File: src/rtl/sbox_sched_if.sv
// Bundle of request/result handshakes between the round controller, the key
// schedule and the S-box scheduler, plus the link to the shared S-box slice.
// The slave side is the scheduler; the master side drives requests, accepts
// results and plays the combinational S-box slice.
interface sbox_sched_if;
  logic         st_valid;
  logic         st_ready;
  logic [127:0] st_data;
  logic         st_out_valid;
  logic         st_out_ready;
  logic [127:0] st_out;
  logic         kw_valid;
  logic         kw_ready;
  logic [31:0]  kw_data;
  logic         kw_out_valid;
  logic         kw_out_ready;
  logic [31:0]  kw_out;
  logic [31:0]  sb_in;
  logic [31:0]  sb_out;
  logic         busy;

  modport master (
    output st_valid, st_data, st_out_ready,
    output kw_valid, kw_data, kw_out_ready,
    output sb_out,
    input  st_ready, st_out_valid, st_out,
    input  kw_ready, kw_out_valid, kw_out,
    input  sb_in, busy
  );

  modport slave (
    input  st_valid, st_data, st_out_ready,
    input  kw_valid, kw_data, kw_out_ready,
    input  sb_out,
    output st_ready, st_out_valid, st_out,
    output kw_ready, kw_out_valid, kw_out,
    output sb_in, busy
  );
endinterface

File: src/rtl/sbox_sched.sv
// Time-shares one 32-bit S-box slice between a 128-bit state SubBytes job
// (four beats, word 0 = most significant) and a 32-bit key SubWord job (one
// beat). Each side owns a buffer that is substituted in place and held until
// its consumer takes the result. ARB_MODE 0 gives the key priority on a
// conflict; ARB_MODE 1 alternates between the two on successive conflicts.
module sbox_sched #(
  parameter int unsigned ARB_MODE = 0
) (
  input logic          clk,
  input logic          rst_n,
  sbox_sched_if.slave  bus
);

  typedef enum logic [1:0] {
    S_IDLE = 2'd0,
    S_RUN  = 2'd1,
    S_DONE = 2'd2
  } st_state_e;

  typedef enum logic [1:0] {
    K_IDLE = 2'd0,
    K_WAIT = 2'd1,
    K_DONE = 2'd2
  } kw_state_e;

  st_state_e    st_state_q, st_state_d;
  logic [1:0]   beat_q, beat_d;
  logic [127:0] st_buf_q, st_buf_d;
  kw_state_e    kw_state_q, kw_state_d;
  logic [31:0]  kw_buf_q, kw_buf_d;
  logic         rr_key_q, rr_key_d;

  logic         st_work;
  logic         kw_work;
  logic         conflict;
  logic         grant_st;
  logic         grant_kw;
  logic [31:0]  st_word;

  // Arbitration: whichever side still has a beat to run; on a conflict the
  // policy decides, and the round-robin pointer names the side owed the slot.
  always_comb begin
    st_work  = (st_state_q == S_RUN);
    kw_work  = (kw_state_q == K_WAIT);
    conflict = st_work && kw_work;
    grant_kw = kw_work && (!st_work || (ARB_MODE == 0) || rr_key_q);
    grant_st = st_work && !grant_kw;
  end

  // Select the state word for the current beat, most significant word first.
  always_comb begin
    st_word = st_buf_q[127:96];
    case (beat_q)
      2'd0: st_word = st_buf_q[127:96];
      2'd1: st_word = st_buf_q[95:64];
      2'd2: st_word = st_buf_q[63:32];
      2'd3: st_word = st_buf_q[31:0];
      default: st_word = st_buf_q[127:96];
    endcase
  end

  // State side: capture, four granted beats written back in place, then hold
  // the result until the consumer takes it.
  always_comb begin
    st_state_d = st_state_q;
    beat_d     = beat_q;
    st_buf_d   = st_buf_q;
    case (st_state_q)
      S_IDLE: begin
        if (bus.st_valid) begin
          st_buf_d   = bus.st_data;
          beat_d     = 2'd0;
          st_state_d = S_RUN;
        end
      end
      S_RUN: begin
        if (grant_st) begin
          case (beat_q)
            2'd0: st_buf_d[127:96] = bus.sb_out;
            2'd1: st_buf_d[95:64]  = bus.sb_out;
            2'd2: st_buf_d[63:32]  = bus.sb_out;
            2'd3: st_buf_d[31:0]   = bus.sb_out;
            default: st_buf_d = st_buf_q;
          endcase
          beat_d = beat_q + 2'd1;
          if (beat_q == 2'd3) begin
            st_state_d = S_DONE;
          end
        end
      end
      S_DONE: begin
        if (bus.st_out_ready) begin
          st_state_d = S_IDLE;
        end
      end
      default: begin
        st_state_d = S_IDLE;
      end
    endcase
  end

  // Key side: capture, one granted beat written back in place, then hold.
  always_comb begin
    kw_state_d = kw_state_q;
    kw_buf_d   = kw_buf_q;
    case (kw_state_q)
      K_IDLE: begin
        if (bus.kw_valid) begin
          kw_buf_d   = bus.kw_data;
          kw_state_d = K_WAIT;
        end
      end
      K_WAIT: begin
        if (grant_kw) begin
          kw_buf_d   = bus.sb_out;
          kw_state_d = K_DONE;
        end
      end
      K_DONE: begin
        if (bus.kw_out_ready) begin
          kw_state_d = K_IDLE;
        end
      end
      default: begin
        kw_state_d = K_IDLE;
      end
    endcase
  end

  // Round-robin pointer moves only when both sides actually competed.
  always_comb begin
    rr_key_d = rr_key_q;
    if ((ARB_MODE == 1) && conflict) begin
      rr_key_d = grant_st;
    end
  end

  // State-side registers; reset drops any job in flight.
  always_ff @(posedge clk or negedge rst_n) begin
    if (!rst_n) begin
      st_state_q <= S_IDLE;
      beat_q     <= 2'd0;
      st_buf_q   <= '0;
    end else begin
      st_state_q <= st_state_d;
      beat_q     <= beat_d;
      st_buf_q   <= st_buf_d;
    end
  end

  // Key-side registers and arbitration pointer (pointer starts on state).
  always_ff @(posedge clk or negedge rst_n) begin
    if (!rst_n) begin
      kw_state_q <= K_IDLE;
      kw_buf_q   <= '0;
      rr_key_q   <= 1'b0;
    end else begin
      kw_state_q <= kw_state_d;
      kw_buf_q   <= kw_buf_d;
      rr_key_q   <= rr_key_d;
    end
  end

  // Results are only exposed once complete, so partial words never leak out.
  assign bus.st_ready     = (st_state_q == S_IDLE);
  assign bus.st_out_valid = (st_state_q == S_DONE);
  assign bus.st_out       = (st_state_q == S_DONE) ? st_buf_q : '0;
  assign bus.kw_ready     = (kw_state_q == K_IDLE);
  assign bus.kw_out_valid = (kw_state_q == K_DONE);
  assign bus.kw_out       = (kw_state_q == K_DONE) ? kw_buf_q : '0;
  assign bus.sb_in        = grant_st ? st_word : (grant_kw ? kw_buf_q : '0);
  assign bus.busy         = (st_state_q != S_IDLE) || (kw_state_q != K_IDLE);

endmodule
File: src/flat_wrapper.sv
// flat-port wrapper written by rule: the top's interface ports become plain ports
module sbox_sched_flat 
#(
  parameter int unsigned ARB_MODE = 0
)
  (clk, rst_n, bus_st_valid, bus_st_data, bus_st_out_ready, bus_kw_valid, bus_kw_data, bus_kw_out_ready, bus_sb_out, bus_st_ready, bus_st_out_valid, bus_st_out, bus_kw_ready, bus_kw_out_valid, bus_kw_out, bus_sb_in, bus_busy);
  sbox_sched_if bus_i ();
  input logic clk;
  input logic rst_n;
  input wire logic [$bits(bus_i.st_valid)-1:0] bus_st_valid;
  input wire logic [$bits(bus_i.st_data)-1:0] bus_st_data;
  input wire logic [$bits(bus_i.st_out_ready)-1:0] bus_st_out_ready;
  input wire logic [$bits(bus_i.kw_valid)-1:0] bus_kw_valid;
  input wire logic [$bits(bus_i.kw_data)-1:0] bus_kw_data;
  input wire logic [$bits(bus_i.kw_out_ready)-1:0] bus_kw_out_ready;
  input wire logic [$bits(bus_i.sb_out)-1:0] bus_sb_out;
  output wire logic [$bits(bus_i.st_ready)-1:0] bus_st_ready;
  output wire logic [$bits(bus_i.st_out_valid)-1:0] bus_st_out_valid;
  output wire logic [$bits(bus_i.st_out)-1:0] bus_st_out;
  output wire logic [$bits(bus_i.kw_ready)-1:0] bus_kw_ready;
  output wire logic [$bits(bus_i.kw_out_valid)-1:0] bus_kw_out_valid;
  output wire logic [$bits(bus_i.kw_out)-1:0] bus_kw_out;
  output wire logic [$bits(bus_i.sb_in)-1:0] bus_sb_in;
  output wire logic [$bits(bus_i.busy)-1:0] bus_busy;
  assign bus_i.st_valid = bus_st_valid;
  assign bus_i.st_data = bus_st_data;
  assign bus_i.st_out_ready = bus_st_out_ready;
  assign bus_i.kw_valid = bus_kw_valid;
  assign bus_i.kw_data = bus_kw_data;
  assign bus_i.kw_out_ready = bus_kw_out_ready;
  assign bus_i.sb_out = bus_sb_out;
  assign bus_st_ready = bus_i.st_ready;
  assign bus_st_out_valid = bus_i.st_out_valid;
  assign bus_st_out = bus_i.st_out;
  assign bus_kw_ready = bus_i.kw_ready;
  assign bus_kw_out_valid = bus_i.kw_out_valid;
  assign bus_kw_out = bus_i.kw_out;
  assign bus_sb_in = bus_i.sb_in;
  assign bus_busy = bus_i.busy;
  sbox_sched #(.ARB_MODE(ARB_MODE)) u_core (.clk(clk), .rst_n(rst_n), .bus(bus_i));
endmodule
File: config.mk
export PLATFORM = sky130hd
export DESIGN_NAME = sbox_sched_flat
export DESIGN_NICKNAME = d
export VERILOG_FILES = /design/src/rtl/sbox_sched_if.sv /design/src/rtl/sbox_sched.sv /design/src/flat_wrapper.sv
export SDC_FILE = /design/constraint.sdc
export NUM_CORES = 1
export LEC_CHECK = 0
export ABC_AREA = 1
export CAP_MARGIN = 30
export CORE_AREA = 2 2 171 156
export CTS_CLUSTER_SIZE = 25
export DETAILED_ROUTE_END_ITERATION = 12
export DIE_AREA = 0 0 173 158
export PLACE_DENSITY = 0.78
export SLEW_MARGIN = 20
export SYNTH_ARGS = -nofsm -noshare
export SYNTH_HDL_FRONTEND = slang
export SYNTH_SLANG_ARGS = --single-unit
File: constraint.sdc
create_clock -name clk -period 3.1 [get_ports clk]
set_input_delay 0.465 -clock clk [delete_from_list [all_inputs] [get_ports clk]]
set_output_delay 0.465 -clock clk [all_outputs]
set_load 0.005 [all_outputs]
; Word-level counts from Yosys, hierarchy flattened
; Cells that the tools add are included.
[classes]
n_addsub = 1
reduce_logical = 18
n_mux = 25
eq_ne = 16
[op_table]
columns = operator, n
row1 = two-way mux 128 bit, 3
row2 = two-way mux 32 bit, 8
row3 = case mux 128 bit (2 select lines), 1
row4 = case mux 32 bit (4 select lines), 1
row5 = case mux 32 bit (2 select lines), 1
row6 = AND reduction 4 bit, 5
row7 = inequality test 2 bit (second input constant), 9
row8 = two-way mux 2 bit, 8
row9 = case mux 2 bit (3 select lines), 2
row10 = equality test 2 bit (second input constant), 4
row11 = nonzero test 2 bit, 4
row12 = equality test 2 x 1 -> 1 bit (second input constant), 3
row13 = zero test 2 bit, 3
row14 = case mux 2 bit (2 select lines), 1
row15 = AND reduction 2 bit, 2
row16 = AND reduction 3 bit, 1
row17 = adder 2 x 1 -> 2 bit (second input constant), 1
row18 = logical AND 1 bit, 1
row19 = zero test 1 bit, 1
row20 = logical OR 1 bit, 1
[word_totals]
elab_cells = 68
register_bits = 166
input_bits = 198
output_inout_bits = 197

; Logic depth before layout (Yosys ltp)
[logic_depth]
depth_word = 5
mapped_depth = 9
ltp_nobuf = 8

; Least setup slack after synthesis
; No wires, ideal clock.
[synth_path]
path_type = reg-to-output
start = register u_core.beat_q[0]
end = output bus_sb_in[13]
n_path_buf = 2
path_stages_with_launch = 9
t_required_ns = 2.635
t_arrival_ns = 1.445
slack_ns = 1.190
cell_sequence = dfrtp_1 > inv_1 > ha_1 > clkbuf_1 > buf_1 > a21oi_1 > o211ai_1 > nand2_1 > nand2_1
[synth_via]
elab_chain_cells = 3
elab_cells_between_ends = 6
classes_between = eq/ne: 3 / mux: 2 / reduce/logical: 1
[synth_rtl]
columns = item, line
row1 = "start, declared", sbox_sched.sv:27  ; logic [1:0] beat_q, beat_d;
row2 = "start signal, assigned", sbox_sched.sv:146  ; beat_q <= beat_d;
row3 = equality test 2 bit (tied with other cells), sbox_sched.sv:53  ; case (beat_q)
row4 = case mux 32 bit (4 select lines) (*), sbox_sched.sv:53
row5 = two-way mux 32 bit (*), sbox_sched.sv:171  ; assign bus.sb_in = grant_st ? st_word : (grant_kw ? kw_buf_q : '0);
row6 = "end, declared", flat_wrapper.sv:23  ; output wire logic [$bits(bus_i.sb_in)-1:0] bus_sb_in;
; Every way passes the cells marked *; elsewhere a longest branch is shown, timed or not.

; Worst setup path after layout
[layout_path]
start = register u_core.beat_q[0]
end = output bus_sb_in[6]
; The elaborated chain is that of the path after synthesis.

==> impl_metrics.py <==
metrics = {
    "worst_setup_path": {
        "worst-endpoint-arrival_ns": 2.53,
        "crit_path_start_kind": "register",
        "worstPathCellList": "ha_1, inv_2, buf_4, o211ai_1, nand2_1, nand2_1, clkdlybuf4s50_1",
        "path_max_fanout": 20,
        "required_ns": 2.63,
        "slowest_stage": "clkdlybuf4s50_1",
        "crit_type": "reg2out",
        "crit_top_cell": "nand2_1",
        "crit_path_max_incr_delay_ns": 0.46,
        "worstSetupEndpointType": "output pin",
    },
    "power": {
        "power_leakage_nw": 7.77,
        "p_seq_share_pct": 25.4,
        "clockPowerShare_pct": 14.7,
        "pwr-share-comb_pct": 59.9,
        "p_switching_mw": 7.82,
        "p_int_mw": 8.19,
        "power_density_nw_per_um2": 1040,
        "ir_worst_vdd_mv": 0.761,
        "swShare_pct": 48.9,
    },
    "logic_synthesis": {
        "syn_area_per_cell_um2": 6.29,
        "synth_area_um2": 10400,
        "synth_area_leaders": "dfrtp_1 (40%), nand2_1 (25%), nor2_1 (7.2%)",
        "ys_seq_area_share_pct": 40.0,
        "ys_seq_elements": 166,
        "yosys_warnings": 0,
        "syn_nets": 1852,
        "synthCells": 1650,
        "netlist.area_leader.share_pct": 40.0,
        "synthDistinctLibCells": 22,
        "yosys.area.top_type": "dfrtp_1",
    },
    "global_routing": {
        "gr-total-overflow": 0,
        "track_usage_pct": 32.6,
        "grt_antenna_before_repair": 4,
        "grt_pass1_wl_um": 68900,
        "grt_pass1_vias": 12300,
        "grt_max_degree": 83,
    },
    "floorplanning": {
        "start_util_pct": 40.5,
        "num_io_pins": 395,
        "row_count": 56,
        "dieArea_um2": 27300,
        "coreArea_um2": 25600,
        "die_h_um": 158,
        "die_w_um": 173,
    },
    "detailed_routing": {
        "ant_nets": 0,
        "routedWlPerCell_um": 19.3,
        "num_vias": 12400,
        "drt_wl_total_um": 45300,
        "drt_iter0_drc": 1444,
        "via_per_inst": 5.30,
        "detail_route.first_pass.iterations": 6,
        "drc": 0,
    },
    "placed_design": {
        "post-place-ws_ns": 0.398,
        "port-buffer-count": 394,
        "dp_hpwl_um": 31700,
        "place_congestion": 1.01,
    },
    "timing": {
        "worst_slack_ns": 0.102,
        "timing.hold.ws_ns": 0.475,
        "rsz0062_at_grt": "no",
        "tns_ns": 0,
        "fin_skew_ns": 0.0200,
        "slew_viol_final": 0,
        "setup_viol": 0,
        "fin_crit_sh_pct": 96.7,
        "fmaxAchievable_mhz": 334,
        "worst-slew-pin-transition_ns": 0.856,
        "timing.slew.headroom_pct": 42.7,
        "hold_violations": 0,
        "fin_crit_ns": 3.00,
    },
    "worst_hold_path": {
        "holdCritPathClass": "reg2reg",
    },
    "layout": {
        "layout.nets": 2190,
        "drive_above_1_share_pct": 4.55,
        "syn_to_final_growth_pct": 47.8,
    },
    "clocking": {
        "cts_tree": "yes",
        "h-tree-depth": 4,
        "insertion_delay_ns": 0.42,
        "clockBufferDepth": 2,
        "cts_setup_buffers": 0,
        "clock-sinks": 166,
        "cts_buffers": 17,
        "cts-root-buf": "clkbuf_16",
        "path_clk_slew_ns": 0.07,
    },
    "outcome": {
        "status": "finished clean",
    },
    "run": {
        "cap_viol_max_count": 0,
    },
}
what timing repair did:
| item | in CTS | in global routing |
|---|---|---|
| hold buffers | 1 | 0 |
| endpoints found under the setup margin | 46 | 54 |
| endpoints found under the hold margin | 7 | 0 |
| resized for setup | 2 | 3 |
| pin swaps | 0 | 0 |
placed cells by master (no fill, tap or decap), drive strengths merged, types with 3 or more instances in the layout:
cell type        n
nand2          696
clkdlybuf4s50  393
nor2           202
inv            177
dfrtp          166
nand3          134
a21oi           65
o21ai           33
buf             33
o211ai          32
o22ai           32
clkbuf          19
bufinv           4
ha               4
clkinv           3
path summary, 6_finish.rpt:
check	start	endpoint	slack (ns)	cells after the start
worst max register to register	u_core.st_state_q[0]	u_core.st_buf_q[17]	0.71	8
max in group asynchronous	rst_n	u_core.st_buf_q[110]	1.61	3
worst min-delay path	u_core.st_buf_q[120]	u_core.st_buf_q[120]	0.48	2
worst min register to register	u_core.st_buf_q[120]	u_core.st_buf_q[120]	0.48	2
worst max-delay path	u_core.beat_q[0]	bus_sb_in[6]	0.10	7
min in group asynchronous	rst_n	u_core.kw_buf_q[21]	0.54	2
through the flow:
stage          cells  util (%)  instance area [µm²]  power (mW)
2_1_floorplan   1650         -                10400        9.22
3_3_place_gp    2316      57.2                14700        13.2
3_5_place_dp    2316      57.2                14700        13.5
4_1_cts         2348      59.8                15300        15.8
5_1_grt         2350      59.8                15300        17.1
6_report        2350      59.8                15300        16.0
power groups by stage:
| stage | combinational (mW) | sequential [mW] | clock (mW) |
|---|---|---|---|
| after floorplan | 5.44 | 3.79 | 0 |
| after global placement | 9.25 | 3.99 | 0 |
| after detailed placement | 9.41 | 4.04 | 0 |
| after CTS | 9.46 | 4.01 | 2.36 |
| after global routing | 10.5 | 4.16 | 2.45 |
| final | 9.60 | 4.06 | 2.35 |
synthesized netlist by cell type:
cell type,number
buf_1,9
dfrtp_1,166
nor2_4,2
nor2_1,199
o21bai_1,1
nand3_2,3
o21a_1,2
clkbuf_1,51
a21oi_1,65
nor2_2,1
buf_2,43
o21ai_0,33
o211ai_1,32
nand3b_1,1
o22ai_1,32
nand2_1,693
nand2_2,3
buf_4,5
ha_1,4
inv_1,170
nand3_1,131
inv_2,4
kinds of logic after synthesis:
group	Yosys count	synth area share [%]
AND/OR/NAND/NOR	1033	39.4
buffers and inverters	282	10.9
flip-flops	166	40.0
AO/OA/AOI/OAI	165	9.19
adder cells (fa/ha/maj)	4	0.482
state kept, by name, indices dropped and copies added (netlist names):
| signal | cells |
|---|---|
| u_core.beat_q | 2 |
| u_core.kw_buf_q | 32 |
| u_core.st_buf_q | 128 |
| u_core.st_state_q | 2 |
| u_core.kw_state_q | 2 |
metal layers:
layer,wire length [µm],vias up,global-route usage [%],part of all wire (%)
met5,27,-,0,0.060
met4,1320,4,12.8,2.9
met3,4650,95,7.32,10
met2,21200,782,53.5,47
met1,18100,5824,42.1,40
li1,-,5743,-,-
final cells by class:
cell class,count,area [µm²]
fillers,2384,10300
multi-input cells,1202,5140
repair buffers,427,4310
flip-flops and latches,166,4160
inverters,174,658
clock buffers,19,443
well taps,348,435
clock inverters,12,193
diodes,2,5.00
critical path: cells and delay by family (launching register included):
kind | cells | cell delay (ns)
buf+inv | 3 | 1.14
flops | 1 | 0.42
fa+ha+maj | 1 | 0.22
compound gates | 1 | 0.17
simple gates | 2 | 0.16
Note: power is estimated with default switching activity, not from simulation.
